**src/rtl/sort_serial_tx_pkg.sv**
```systemverilog
// Shared types and constants for the serial 4-element sorter.
// Holds the FSM state enum, the element count and the compare-swap schedule.
package sort_pkg;

    typedef enum logic [1:0] {
        IDLE,
        SORT,
        SEND
    } state_t;

    localparam int N_ELEM  = 4;
    localparam int N_STEPS = 6;
    localparam logic [2:0] LAST_STEP = 3'(N_STEPS - 1);

    // Pair index j for each sort step, step 0 in the least significant bits: 0,1,2,0,1,0
    localparam logic [11:0] CMP_SCHED = {2'd0, 2'd1, 2'd0, 2'd2, 2'd1, 2'd0};

    function automatic logic [1:0] sched_j(input logic [2:0] step);
        return CMP_SCHED[{step, 1'b0} +: 2];
    endfunction

endpackage

```
**src/rtl/sort_serial_tx_cmp_swap.sv**
```systemverilog
// Combinational compare-swap of two unsigned elements; o_a/o_b leave in sorted order.
// SORT_SERIAL_DESC_EN flips the order to descending. Equal values never swap.
module cmp_swap #(
    parameter int W = 4
) (
    input  logic [W-1:0] i_a,
    input  logic [W-1:0] i_b,
    output logic [W-1:0] o_a,
    output logic [W-1:0] o_b
);

    logic w_swap;

`ifdef SORT_SERIAL_DESC_EN
    assign w_swap = (i_a < i_b);
`else
    assign w_swap = (i_a > i_b);
`endif

    assign o_a = w_swap ? i_b : i_a;
    assign o_b = w_swap ? i_a : i_b;

endmodule

```
**src/rtl/sort_serial_tx.sv**
```systemverilog
// Accepts a packed 4-element word, bubble-sorts it with one shared compare-swap over 6 cycles,
// then streams the elements out one per handshake. SORT_SERIAL_DESC_EN selects descending order.
module sort_serial_tx
    import sort_pkg::*;
#(
    parameter int W = 4
) (
    input  logic           clk,
    input  logic           rst_n,
    input  logic [4*W-1:0] in_data,
    input  logic           in_valid,
    output logic           in_ready,
    output logic [W-1:0]   out_data,
    output logic           out_valid,
    input  logic           out_ready,
    output logic           out_last
);

    state_t         r_state;
    state_t         w_next;
    logic [W-1:0]   r_e [N_ELEM];
    logic [2:0]     r_step;
    logic [1:0]     r_idx;

    logic [1:0]     w_j;
    logic [1:0]     w_j1;
    logic [W-1:0]   w_a;
    logic [W-1:0]   w_b;
    logic [W-1:0]   w_lo;
    logic [W-1:0]   w_hi;
    logic           w_accept;

    assign w_j      = sched_j(r_step);
    assign w_j1     = w_j + 2'd1;
    assign w_a      = r_e[w_j];
    assign w_b      = r_e[w_j1];
    assign w_accept = in_valid && (r_state == IDLE);

    cmp_swap #(.W(W)) u_cmp_swap (
        .i_a (w_a),
        .i_b (w_b),
        .o_a (w_lo),
        .o_b (w_hi)
    );

    always_ff @(posedge clk) begin
        if (!rst_n) begin
            r_state <= IDLE;
        end else begin
            r_state <= w_next;
        end
    end

    always_comb begin
        w_next    = r_state;
        in_ready  = 1'b0;
        out_valid = 1'b0;
        out_last  = 1'b0;
        out_data  = '0;
        case (r_state)
            IDLE: begin
                in_ready = 1'b1;
                if (in_valid) begin
                    w_next = SORT;
                end
            end
            SORT: begin
                if (r_step == LAST_STEP) begin
                    w_next = SEND;
                end
            end
            SEND: begin
                out_valid = 1'b1;
                out_data  = r_e[r_idx];
                out_last  = (r_idx == 2'd3);
                if (out_ready && (r_idx == 2'd3)) begin
                    w_next = IDLE;
                end
            end
            default: w_next = IDLE;
        endcase
    end

    // Element storage: loaded on accept, rewritten by the shared compare-swap during SORT
    always_ff @(posedge clk) begin
        if (!rst_n) begin
            for (int k = 0; k < N_ELEM; k++) begin
                r_e[k] <= '0;
            end
            r_step <= '0;
            r_idx  <= '0;
        end else begin
            case (r_state)
                IDLE: begin
                    if (w_accept) begin
                        for (int k = 0; k < N_ELEM; k++) begin
                            r_e[k] <= in_data[k*W +: W];
                        end
                    end
                    r_step <= '0;
                    r_idx  <= '0;
                end
                SORT: begin
                    r_e[w_j]  <= w_lo;
                    r_e[w_j1] <= w_hi;
                    r_step    <= r_step + 3'd1;
                end
                SEND: begin
                    if (out_ready) begin
                        r_idx <= r_idx + 2'd1;
                    end
                end
                default: begin
                    r_step <= '0;
                    r_idx  <= '0;
                end
            endcase
        end
    end

endmodule

```
**config.mk**
```make
export PLATFORM = sky130hd
export DESIGN_NAME = sort_serial_tx
export DESIGN_NICKNAME = d
export VERILOG_FILES = /design/src/rtl/sort_serial_tx_pkg.sv /design/src/rtl/sort_serial_tx_cmp_swap.sv /design/src/rtl/sort_serial_tx.sv
export SDC_FILE = /design/constraint.sdc
export NUM_CORES = 1
export LEC_CHECK = 0
export CAP_MARGIN = 20
export CORE_ASPECT_RATIO = 0.7
export CORE_MARGIN = 5
export CORE_UTILIZATION = 50
export DETAILED_ROUTE_END_ITERATION = 6
export GPL_TIMING_DRIVEN = 0
export PLACE_DENSITY = 0.78
export SYNTH_ARGS = -nofsm -noshare
export SYNTH_HDL_FRONTEND = slang
export SYNTH_SLANG_ARGS = --single-unit
```
**constraint.sdc**
```tcl
create_clock -name clk -period 6.3 [get_ports clk]
set_input_delay 1.26 -clock clk [delete_from_list [all_inputs] [get_ports clk]]
set_output_delay 1.26 -clock clk [all_outputs]
set_load 0.03 [all_outputs]
```
==> impl_metrics.toml <==
[yosys]
yosys_register_bits = 25
synth_fp_nets = 246
syn_area_um2 = 2100
synth_seq_area_share = 0.315
syn_area_per_cell_um2 = 9.80
async_reset_ff_frac = 0
ys.flop_type = "edfxtp_1"
synth_enable_flop_cells = 16
synthCells = 214
netlist-cell-type-count = 51
ys_warn_count = 0

[timing]
fmax_mhz = 229
fin_setup_tns_ns = 0
fin_ws_ns = 1.94
hold_violations = 0
period_minus_slack_ns = 4.36
clock_skew_ns = 0.00194
setup_viol = 0
rsz0062_at_grt = "no"
relSlewSlack = 0.535
slew_violations = 0
period_share = 0.693
tightest_slew_ns = 0.691

[detailed_routing]
drt-initial-drc-count = 227
vias_per_cell = 6.15
vias = 1814
drt-pass1-iter-count = 5
avgRoutedWirePerCell_um = 18.0
dr.max_layer_used = "met4"
wl_met3_um = 468
wl_met1_mm = 2.51
antenna_left = 0
drc_errors = 0
wl_met2_mm = 2.29
routed_wl_mm = 5.30

[power]
switchingPower_mw = 0.169
pwr-share-clk = 0.214
p_int_mw = 0.307
p_seq_frac = 0.427
leakage_nw = 0.959
power_mw = 0.477
comb_power_share = 0.359
netSwitchingFraction = 0.356
p_per_area_nw_per_um2 = 194
peakVddDrop_uv = 115

[die]
rows = 19
die_w_um = 87.4
die_h_um = 64.2
core_um2 = 3990
io_pins = 27
die-area_um2 = 5610
start_util = 0.525

[setup_path]
start_kind = "flop"
end_kind = "flop"
crit_type = "flop to flop"
crit_chain = "inv_1, ha_1, mux2i_4, inv_1, ha_1, clkbuf_1, nor2_1, mux2_4, a21oi_2, inv_1, ha_1, o21a_1, o21ai_1, nor3_1, or4_1, nand3_1"
cp_data_required_time_ns = 6.45
critPathSlowestCell = "or4_1"
max_stage_delay_ns = 0.45
crit_fanout = 7
rr_worst_depth = 16
cp.arrival_ns = 4.51

[worst_hold_path]
holdPathStages = 2
hp-class = "flop to flop"

[layout]
drive_above_1_share = 0.144
seq_area_um2 = 661
synthToLayoutAreaGrowth_pct = 17.4
nets = 276
antennaDiodeCount = 0
fillCellCount = 339
multi_input_area_um2 = 1340
final_util = 0.616

[clock_network]
cts_resized = 0
postCtsSetupBuffers = 0
clock_path_buffers = 2
cts-root-buf = "clkbuf_8"
htreeDepth = 1
insertion_delay_ns = 0.28
cts_tree = "done"
cts_made_buffers = 3
clock-sinks = 25
cts.clk_slew.worst_paths_ns = 0.09
hold_buffers = 0

[placement]
io_buffers = 25
dp_worst_setup_slack_ns = 2.02
place_congestion = 0.908
dp_hpwl_mm = 4.26

[global_route]
overflow = 0
grt_start_max_net_pins = 16
grt_pass1_vias = 1729
grt_first_pass_wirelength_mm = 8.69
grt_usage = 0.198
antenna_found_initial = 0

[run_status]
outcome = "finished clean"

[flow_run]
max-cap-violations = 0
-- synth_stat cells (all sizes together) (2+ instances only) --
| cell | n | share of area |
|---|---|---|
| nor2b | 2 | 0.0060 |
| o211ai | 7 | 0.025 |
| ha | 12 | 0.072 |
| nand2 | 19 | 0.038 |
| inv | 12 | 0.021 |
| mux4 | 5 | 0.054 |
| a32oi | 4 | 0.017 |
| nor2 | 9 | 0.016 |
| nand3 | 6 | 0.014 |
| edfxtp | 16 | 0.23 |
| a211oi | 5 | 0.018 |
| buf | 6 | 0.018 |
| clkbuf | 4 | 0.0078 |
| or4 | 3 | 0.013 |
| o21ai | 9 | 0.021 |
| mux2 | 11 | 0.061 |
| a21oi | 13 | 0.033 |
| mux2i | 16 | 0.086 |
| o21a | 7 | 0.025 |
| dfxtp | 9 | 0.086 |
| nand2b | 5 | 0.015 |
| nand4b | 2 | 0.0084 |
| o221ai | 4 | 0.017 |
| and2 | 8 | 0.024 |
| a22oi | 3 | 0.011 |
| nor3 | 3 | 0.0072 |
-- flip-flops by register name, summed over array words and instances (netlist names), named ones only --
signal   cells
r_e         16
r_step       3
r_idx        2
r_state      2
-- final timing paths --
kind	to	start	slack, ns
setup / recovery	r_e[1][0]	r_step[0]	1.94
hold / removal	r_idx[1]	r_idx[1]	0.57
setup reg to reg	r_e[1][0]	r_step[0]	1.94
hold reg to reg	r_idx[1]	r_idx[1]	0.57
-- kinds of logic (layout without fill, tap and decap cells) --
group / Yosys count / in the layout / synth area share
DFF: 25 / 25 / 0.315
buffers and inverters: 22 / 51 / 0.0477
adders and majority gates: 12 / 12 / 0.0716
and+or+nand+nor: 63 / 63 / 0.165
AOI/OAI and AO/OA: 60 / 60 / 0.200
muxes: 32 / 32 / 0.200
-- metrics by stage --
step	hold WS (ns)	cell area [µm²]	std cells
2_1_floorplan	0.508	2100	214
3_3_place_gp	0.538	2410	291
3_5_place_dp	0.552	2410	291
4_1_cts	0.578	2460	295
5_1_grt	0.601	2460	295
6_report	0.572	2460	295
-- worst max-delay path, delay by kind of cell (launching register included) --
kind / cells / cell delay [ns]
DFF: 1 / 0.43
and+or+nand+nor: 4 / 0.85
adders and majority gates: 3 / 0.90
muxes: 2 / 0.60
buffers and inverters: 4 / 0.63
AOI/OAI and AO/OA: 3 / 0.80
-- layout make-up --
class | count | area share
plain buffers | 10 | 0.0224
repair buffers | 25 | 0.102
inverters | 12 | 0.0183
multi-input cells | 167 | 0.543
clock inverters | 1 | 0.00305
well taps | 52 | 0.0264
clock buffers | 3 | 0.0168
flip-flops and latches | 25 | 0.268
-- cells in the final DEF, fill, tap and decap left out, types with 3 or more instances in the layout --
master           instances
mux2_2                  10
nor3_1                   3
clkbuf_8                 3
a22oi_1                  3
and2_1                   7
a21oi_1                 12
nand3_1                  6
clkdlybuf4s50_1         25
nand2b_1                 5
mux4_2                   5
o21a_1                   7
a211oi_1                 5
nand2_1                 18
dfxtp_1                  9
inv_1                   12
mux2i_1                 13
clkbuf_1                 3
ha_1                    12
buf_2                    4
o211ai_1                 7
o21ai_0                  8
a32oi_1                  4
edfxtp_1                16
nor2_1                   9
o221ai_1                 4
-- power groups by stage --
| stage | Clock, mW | Combinational [mW] | Sequential [mW] |
|---|---|---|---|
| 6_report | 0.102 | 0.171 | 0.203 |
| 5_1_grt | 0.111 | 0.188 | 0.205 |
| 4_1_cts | 0.103 | 0.169 | 0.203 |
| 3_5_place_dp | 0 | 0.168 | 0.207 |
| 3_3_place_gp | 0 | 0.162 | 0.206 |
| 2_1_floorplan | 0 | 0.123 | 0.200 |
-- metal layers --
layer	track usage	vias to the layer above
met5	0	-
met4	0.0345	0
met3	0.0475	8
met2	0.309	86
met1	0.282	842
li1	-	878
Note: power is estimated with default switching activity, not from simulation.
